$ cat src/rtl/mdu_pkg.sv
`default_nettype none
//----------------------------------------------------------------------------
// mdu_pkg : shared types and constants for the MDU divider
// Rev 1.0
//----------------------------------------------------------------------------
package mdu_pkg;

  localparam int MDU_WIDTH = 32;

  // Magnitude quotient produced by a divide by zero, before sign fixup
  localparam logic [MDU_WIDTH-1:0] MDU_DIV0_Q = '1;

  typedef enum logic [1:0] {
    IDLE = 2'd0,
    CALC = 2'd1,
    FIX  = 2'd2,
    DONE = 2'd3
  } div_state_t;

endpackage
`default_nettype wire

$ cat src/rtl/mdu_abs_neg.sv
`default_nettype none
//----------------------------------------------------------------------------
// mdu_abs_neg : combinational conditional two's-complement negate
// Rev 1.0
//----------------------------------------------------------------------------
module mdu_abs_neg #(
  parameter int WIDTH = 32
) (
  input  logic [WIDTH-1:0] a_i,
  input  logic             neg_i,
  output logic [WIDTH-1:0] y_o
);

  assign y_o = neg_i ? (~a_i + WIDTH'(1)) : a_i;

endmodule
`default_nettype wire

$ cat src/rtl/mdu_divider.sv
`default_nettype none
//----------------------------------------------------------------------------
// mdu_divider : radix-2 restoring DIV/DIVU unit with sign-fixup cycle
// Option: MDU_DIV_FAST_ZERO_EN (single-cycle divide by zero).  Rev 1.0
//----------------------------------------------------------------------------
module mdu_divider
  import mdu_pkg::*;
#(
  parameter int WIDTH = MDU_WIDTH
) (
  input  logic             clk,
  input  logic             rst_n,
  input  logic             start_i,
  input  logic             div_ena_i,
  input  logic             divu_ena_i,
  input  logic [WIDTH-1:0] dividend_i,
  input  logic [WIDTH-1:0] divisor_i,
  output logic [WIDTH-1:0] q_o,
  output logic [WIDTH-1:0] r_o,
  output logic             busy_o,
  output logic             done_o
);

  localparam int CNT_W = $clog2(WIDTH);

  div_state_t       state_q;
  logic [WIDTH-1:0] dq_q;
  logic [WIDTH-1:0] dvs_q;
  logic [WIDTH-1:0] rem_q;
  logic [WIDTH-1:0] q_q;
  logic [WIDTH-1:0] r_q;
  logic [CNT_W-1:0] cnt_q;
  logic             qneg_q;
  logic             rneg_q;
  logic             busy_q;
  logic             done_q;

  logic             w_accept;
  logic             w_qneg;
  logic             w_rneg;
  logic             w_dvs_neg;
  logic [WIDTH-1:0] w_dvd_mag;
  logic [WIDTH-1:0] w_dvs_mag;
  logic [WIDTH-1:0] w_q_fix;
  logic [WIDTH-1:0] w_r_fix;
  logic [WIDTH:0]   w_rem_sh;
  logic [WIDTH:0]   w_diff;
  logic             w_qbit;
  logic [WIDTH-1:0] rem_d;
  logic [WIDTH-1:0] dq_d;
  logic             w_fast_zero;
  logic [WIDTH-1:0] w_div0_q;

  assign w_accept  = start_i & (div_ena_i | divu_ena_i) &
                     ((state_q == IDLE) | (state_q == DONE));
  assign w_qneg    = div_ena_i & (dividend_i[WIDTH-1] ^ divisor_i[WIDTH-1]);
  assign w_rneg    = div_ena_i & dividend_i[WIDTH-1];
  assign w_dvs_neg = div_ena_i & divisor_i[WIDTH-1];

  mdu_abs_neg #(.WIDTH(WIDTH)) u_dvd_abs (.a_i(dividend_i), .neg_i(w_rneg),    .y_o(w_dvd_mag));
  mdu_abs_neg #(.WIDTH(WIDTH)) u_dvs_abs (.a_i(divisor_i),  .neg_i(w_dvs_neg), .y_o(w_dvs_mag));
  mdu_abs_neg #(.WIDTH(WIDTH)) u_q_fix   (.a_i(dq_q),       .neg_i(qneg_q),    .y_o(w_q_fix));
  mdu_abs_neg #(.WIDTH(WIDTH)) u_r_fix   (.a_i(rem_q),      .neg_i(rneg_q),    .y_o(w_r_fix));

  // dq_q shifts dividend bits out of the top and quotient bits in at the bottom
  assign w_rem_sh = {rem_q, dq_q[WIDTH-1]};
  assign w_diff   = w_rem_sh - {1'b0, dvs_q};
  assign w_qbit   = ~w_diff[WIDTH];
  assign rem_d    = w_qbit ? w_diff[WIDTH-1:0] : w_rem_sh[WIDTH-1:0];
  assign dq_d     = {dq_q[WIDTH-2:0], w_qbit};

`ifdef MDU_DIV_FAST_ZERO_EN
  assign w_fast_zero = (divisor_i == '0);
  assign w_div0_q    = w_qneg ? WIDTH'(1) : {WIDTH{MDU_DIV0_Q[0]}};
`else
  assign w_fast_zero = 1'b0;
  assign w_div0_q    = '0;
`endif

  always_ff @(posedge clk or negedge rst_n) begin
    if (!rst_n) begin
      state_q <= IDLE;
      dq_q    <= '0;
      dvs_q   <= '0;
      rem_q   <= '0;
      q_q     <= '0;
      r_q     <= '0;
      cnt_q   <= '0;
      qneg_q  <= 1'b0;
      rneg_q  <= 1'b0;
      busy_q  <= 1'b0;
      done_q  <= 1'b0;
    end else begin
      done_q <= 1'b0;
      case (state_q)
        CALC: begin
          rem_q <= rem_d;
          dq_q  <= dq_d;
          cnt_q <= cnt_q + CNT_W'(1);
          if (cnt_q == CNT_W'(WIDTH - 1)) begin
            state_q <= FIX;
          end
        end
        FIX: begin
          q_q     <= w_q_fix;
          r_q     <= w_r_fix;
          busy_q  <= 1'b0;
          done_q  <= 1'b1;
          state_q <= DONE;
        end
        default: begin
          state_q <= IDLE;
          if (w_accept) begin
            qneg_q <= w_qneg;
            rneg_q <= w_rneg;
            dvs_q  <= w_dvs_mag;
            dq_q   <= w_dvd_mag;
            rem_q  <= '0;
            cnt_q  <= '0;
            if (w_fast_zero) begin
              // -|x| carrying x's own sign is x, so the remainder is the raw dividend
              q_q     <= w_div0_q;
              r_q     <= dividend_i;
              done_q  <= 1'b1;
              state_q <= DONE;
            end else begin
              busy_q  <= 1'b1;
              state_q <= CALC;
            end
          end
        end
      endcase
    end
  end

  assign q_o    = q_q;
  assign r_o    = r_q;
  assign busy_o = busy_q;
  assign done_o = done_q;

endmodule
`default_nettype wire

$ cat config.mk
export PLATFORM = sky130hd
export DESIGN_NAME = mdu_divider
export DESIGN_NICKNAME = d
export VERILOG_FILES = /design/src/rtl/mdu_pkg.sv /design/src/rtl/mdu_abs_neg.sv /design/src/rtl/mdu_divider.sv
export SDC_FILE = /design/constraint.sdc
export NUM_CORES = 1
export LEC_CHECK = 0
export BUFFER_PORTS_ARGS = -buffer_cell sky130_fd_sc_hd__buf_2
export CORE_UTILIZATION = 54
export DETAILED_ROUTE_END_ITERATION = 16
export PLACE_DENSITY = 0.78
export SLEW_MARGIN = 20
export SYNTH_ARGS = -nofsm -noshare
export SYNTH_HDL_FRONTEND = slang
export SYNTH_SLANG_ARGS = --single-unit
$ cat constraint.sdc
create_clock -name clk -period 2.6 [get_ports clk]
set_input_delay 0.26 -clock clk [delete_from_list [all_inputs] [get_ports clk]]
set_output_delay 0.26 -clock clk [all_outputs]
set_load 0.005 [all_outputs]
======== Word level (Yosys, flattened, before mapping) ========
Index checks and enable logic that the tools add are counted.
word-level totals
  bits in registers ....................... 171
  input port bits ......................... 69
  output and inout port bits .............. 66
  word-level logic and storage cells ...... 62
operators by class
  add/subtract/negate cells ............... 6
  equal/unequal tests ..................... 5
  mux-type cells .......................... 17
  bitwise gates (word level) .............. 16
  reduce and logical (&&, ||, !) cells .... 7
operators with widths
  operator                                        number
  2-to-1 mux 32 bit                               7
  adder 32 x 1 -> 32 bit (second input constant)  4
  NOT 32 bit                                      4
  one-hot mux 32 bit (2 select lines)             2
  subtractor 33 x 32 -> 33 bit                    1
  one-hot mux 5 bit (2 select lines)              1
  AND reduction 2 bit                             3
  adder 5 x 1 -> 5 bit (second input constant)    1
  bitwise AND 1 bit                               5
  == test 5 bit (second input constant)           1
  2-to-1 mux 5 bit                                1
  == test 2 bit (second input constant)           2
  NOT 1 bit                                       4
  one-hot mux 2 bit (2 select lines)              1
  nonzero test 2 bit                              2
  2-to-1 mux 1 bit                                3
  == test 2 x 1 -> 1 bit (second input constant)  1
  zero test 2 bit                                 1
  2-to-1 mux 2 bit                                1
  inequality test 2 bit (second input constant)   1
  bitwise OR 1 bit                                2
  one-hot mux 1 bit (2 select lines)              1
  OR reduction 2 bit                              1
  bitwise XOR 1 bit                               1

======== Logic depth before layout (Yosys ltp) ========
  depth in word-level cells ............... 5
  mapped depth ............................ 13
  gate-level depth less buffers ........... 12

======== Modules after synthesis ========
A second synthesis with hierarchy kept.
second synthesis, totals
  cell total of the unflattened synthesis .. 1,184
  area total of the unflattened synthesis .. 11,820.1 um2
by module, submodules not included
  module       times used  cells each  area each (um2)  sequential area each (um2)
  mdu_divider  1           788         8,712.1          4,279.1
  mdu_abs_neg  4           99          777.0            0.0

======== Worst setup path after synthesis ========
Ideal clock, no wire load.
  path kind ............................... register to register
  from .................................... reg rem_q[14]
  to ...................................... reg rem_q[31]
  setup time .............................. 0.131 ns
  data arrival time ....................... 2.757 ns
  data required time ...................... 2.469 ns
  setup slack ............................. -0.288 ns
  cell stages (with the launch flop) ...... 13
  buffers on the path ..................... 3
  clock period less this slack ............ 2.888 ns
  cells stage by stage .................... dfrtp_1 -> ha_1 -> buf_2 -> nor2_1 -> or4_1 -> a211oi_1 -> o2111ai_1 -> nand2_1 -> xor2_2 -> buf_4 -> buf_4 -> a2bb2oi_1 -> o21ai_0
between the ends
  word-level cells in the longest chain between the ends .. 3
RTL lines
  element                              line               source
  start: declaration                   mdu_divider.sv:29  logic [WIDTH-1:0] rem_q;
  start signal: assignment             mdu_divider.sv:97  rem_q <= rem_d;
  subtractor 33 x 32 -> 33 bit         mdu_divider.sv:67  assign w_diff = w_rem_sh - {1'b0, dvs_q};
  2-to-1 mux 32 bit                    mdu_divider.sv:69  assign rem_d = w_qbit ? w_diff[WIDTH-1:0] : w_rem_sh[WIDTH-1:0];
  one-hot mux 32 bit (2 select lines)  mdu_divider.sv:95  case (state_q)
Every way passes these cells.
A chain may end at the register's enable or synchronous reset.

======== Worst setup path in the final report ========
  from .................................... reg rem_q[1]
  to ...................................... reg r_q[30], in the netlist r_o[30]
between the ends
  word-level cells in the longest chain between the ends .. 3
RTL lines
  element                 line                source
  NOT 32 bit              mdu_abs_neg.sv:14   assign y_o = neg_i ? (~a_i + WIDTH'(1)) : a_i;
  adder 32 x 1 -> 32 bit  mdu_abs_neg.sv:14
  2-to-1 mux 32 bit       mdu_abs_neg.sv:14
  end signal: assignment  mdu_divider.sv:106  r_q <= w_r_fix;
  end signal: assignment  mdu_divider.sv:123  r_q <= dividend_i;
  end: declaration        mdu_divider.sv:31   logic [WIDTH-1:0] r_q;
Every way passes these cells.

==> metrics.md <==
| Metric | Value |
|---|---|
| # rows | 52 |
| Register Area | approximately 4300 sq um |
| Worst path slowest cell | dfrtp_2 |
| Residual DRC | 0 |
| Combinational cell fraction of total power | 66.4% |
| Die Ht | approximately 150 microns |
| Cell Int Power | between 0.01 and 0.015 W |
| Die ar. | 21400 sq um |
| Clock sink count | roughly 170 |
| Total chip power | approximately 0.024 W |
| PnR worst setup slack | -0.362 ns |
| Clock power share | approximately an eighth |
| Initial drt markers | roughly 1200 |
| CP arrival | approximately 3.3 ns |
| Global-route wire length before repair | ~53000 microns |
| Final hold slack | 0.121 ns |
| Worst Path Required | a little under 3 ns |
| Slew HR | 30.7% |
| Core Area | slightly above 20000 sq um |
| Number of synthesized register bits | between 150 and 200 |
| Clk slew on worst S/H paths | 0.07 ns |
| Dpl hpwl | between 20000 and 25000 microns |
| Worst Path Buf+Inv | 1 |
| EDFF count, synth | 0 |
| Port bufs | approximately 130 |
| CP Capture Type | flip-flop |
| Synthesized area | around 11000 sq um |
| H-tree levels | 4 |
| Max incr delay on CP | between 0.4 and 0.5 ns |
| Static Leak | slightly below 7 nW |
| Reg2Reg Launch Point | rem_q[1]$_DFFE_PN0P_ |
| Gr usage total | 31.0% |
| Syn-to-layout area delta | 34.2% |
| Fmax | about 0.34 GHz |
| Period minus WS final | 2.96 ns |
| Wire length per cell after detailed routing | about 19 microns |
| Pin count of the biggest net entering global routing | about 130 |
| CTS tree | done |
| GPL Wtd Cong | ~0.92 |
| Final Util | ~74% |
| CP top delay family | simple AND/OR/NAND/NOR gates |
| Switching part of the total | a little under half |
| Worst-Skew Late Latency | ~0.44 ns |
| Max FO, Critical Path | 6 |
| Mapped Nets | between 1000 and 1500 |
| Netlist cell types | ~70 |
| Ys flop type | dfrtp_1 |
| 1st-pass router iterations | 6 |
| Synth area leaders | dfrtp_1, xor2_1, a21oi_1 |
| Post-route clock period utilization | 114% |
| Cell taking the most area after synthesis | dfrtp_1 |
| Outcome | finished, violations left |
| YS warnings | 0 |
| RSZ-0062 raised after global routing | true |
| Hold Crit Start | divisor_i[19] |
| Avg Inst Size Synth | approximately 8.4 sq um |
| Skew final | roughly 0.014 ns |
| Clk buf depth | 2 |
| Share of Yosys cell area claimed by the top area cell type | between 30% and 40% |
| Initial Utilization | 55.4% |
| Crit-path cells | inv_1, ha_4, nand2b_1, nand2b_4, or4_4, or3_4, or3_4, nand2b_4, o21ai_2, xor2_1, a21oi_1 |
| Number of buffers created by CTS | 17 |
| Area of the multi-input gates | between 7000 and 8000 sq um |
| Register area share after synthesis | about two fifths |
| Vias in the first global route | roughly 10000 |
| Number of max-cap violations | 0 |
| Total number of vias | between 10000 and 15000 |
| Via density | just under 6 |
| Worst-Margin Slew | a little over 1 ns |
| Width of the die | around 150 microns |
| Total Neg Setup Slack | -9.51 ns |
| Switching pwr | ~0.011 W |
| Failing checks | negative setup slack |
| Sequential share of power | about 22% |
| Max IR drop VDD | 0.956 mV |
| Post-route insts no fill | between 1500 and 2000 |
| Routed wire length | roughly 36000 microns |
| Ys async rst share | 100% |
| Final setup violation count | 50 |
| Fillers | about 1500 |
| Boundary Pins | approximately 140 |
| Power Density | 1580 nW/um^2 |
| Root Driver | clkbuf_16 |
| Fin nets | ~1700 |
| Hold crit path type | in -> reg |
| CP startpoint | rem_q[1]$_DFFE_PN0P_ |
| Final hold viol count | 0 |
| CP Class | reg -> reg |
| Total grt overflow | 0 |
| Slew Viols, Final | 0 |
| Cell count after placement | around 1900 |
| Layout cells sized above 1 | a little under a third |
| Routed Antenna Nets | 0 |
| Initial antenna violation count | 2 |
| CP startpoint kind | flip-flop |
| Post-Syn Instances | 1341 |
## sequential cells by signal, summed over array words and instances (netlist names)
register / flops
done_o: 1
rem_q: 32
dvs_q: 32
busy_o: 1
dq_q: 32
qneg_q: 1
q_o: 32
rneg_q: 1
state_q: 2
r_o: 32
cnt_q: 5
## worst paths after layout
kind	end	slack [ns]	depth (start not counted)
worst max-delay path	r_o[30]$_DFFE_PN0P_	-0.36	11
worst min-delay path	dvs_q[19]$_DFFE_PN0P_	0.12	3
worst max register to register	r_o[30]$_DFFE_PN0P_	-0.36	11
worst min register to register	dvs_q[6]$_DFFE_PN0P_	0.48	2
max in group asynchronous	rem_q[29]$_DFFE_PN0P_	1.41	3
min in group asynchronous	dvs_q[7]$_DFFE_PN0P_	0.37	2
## cells in the final DEF (no fill, tap or decap), types with 17 or more instances in the layout
| cell | n |
|---|---|
| or3_1 | 17 |
| ha_1 | 27 |
| a21oi_1 | 135 |
| nor2_1 | 135 |
| o21ai_0 | 107 |
| clkbuf_16 | 18 |
| buf_2 | 133 |
| o31ai_1 | 17 |
| nand2_1 | 168 |
| o21ai_1 | 28 |
| mux2i_1 | 23 |
| buf_4 | 181 |
| xor2_1 | 98 |
| inv_1 | 46 |
| xnor2_1 | 43 |
| dfrtp_1 | 161 |
| nor3_1 | 17 |
## layout make-up
type | count | area share [%]
multi-input combinational | 1054 | 47.9
timing repair buffer | 337 | 15.9
antenna | 2 | 0.0332
clock inverter | 13 | 1.21
inverter | 50 | 1.24
sequential | 171 | 28.5
clock buffer | 19 | 3.00
tap | 270 | 2.24
## Yosys cell counts (3+ instances only)
library cell / instances
or4_4: 4
buf_1: 11
a221o_1: 3
nor3_1: 19
mux2i_1: 26
nor2b_1: 7
nand3_1: 9
o31ai_1: 23
a2bb2oi_1: 6
o41ai_1: 9
nor4_1: 3
buf_4: 3
mux2_2: 6
or3_1: 21
o21a_1: 7
o41ai_2: 3
ha_1: 40
o2111ai_1: 4
or4_1: 9
a31oi_1: 9
o21ai_1: 5
inv_1: 50
and2_1: 7
nor2_1: 140
or3_4: 3
o21ai_0: 141
a21oi_1: 146
a21o_1: 12
a211oi_1: 4
clkbuf_1: 49
nand2b_1: 16
buf_2: 4
nand2_1: 177
xnor2_1: 43
dfrtp_1: 171
o21ai_2: 3
xor2_1: 99
and3_1: 3
o211ai_1: 5
## tightest hold or removal path: stages
cell	delay, ns
buf_2	0.09
xnor2_1	0.10
o21ai_0	0.06
## power by group through the flow
stage / sequential, W / clock (W) / combinational [W]
after global placement: 0.00499 / 0 / 0.0124
after CTS: 0.00505 / 0.00278 / 0.0142
final: 0.00520 / 0.00280 / 0.0158
after detailed placement: 0.00505 / 0 / 0.0127
after global routing: 0.00532 / 0.00292 / 0.0170
after floorplan: 0.00497 / 0 / 0.00807
## routing by layer
| layer | global-route usage (%) | up-vias | share of wire (%) | wire [microns] |
|---|---|---|---|---|
| li1 | - | 5272 | - | - |
| met1 | 46.5 | 5323 | 44 | 15900 |
| met2 | 46.4 | 602 | 44 | 15800 |
| met3 | 5.13 | 94 | 8.7 | 3130 |
| met4 | 8.02 | 0 | 2.7 | 976 |
| met5 | 0 | - | 0 | 0 |
## stage by stage
stage,area (sq um),worst slack [ns]
finish,15100,-0.362
global route,15100,-0.412
CTS,14600,-0.207
detailed placement,13500,-0.334
global placement,13500,-0.220
floorplan,11400,-0.0817
## logic make-up (layout without fill, tap and decap cells)
logic type               after synthesis  in the layout  synth area share, %
other                                  0              2                    0
multiplexers                          32             32                 2.92
flip-flops                           171            171                 38.1
AND/OR/NAND/NOR                      436            436                 17.9
buffers and inverters                117            419                 4.05
AO/OA/AOI/OAI                        401            401                 21.2
XOR/XNOR                             143            144                 11.2
adder cells (fa/ha/maj)               41             41                 4.63
## repair_timing
item | CTS | global route
gates resized for setup | 89 | 66
cloned | 4 | 1
hold buffers | 1 | 0
hold endpoints to repair | 66 | 0
pin swaps | 31 | 49
buffers inserted | 16 | 15
setup endpoints to repair | 44 | 55
Power figures use the tool's default switching activity.
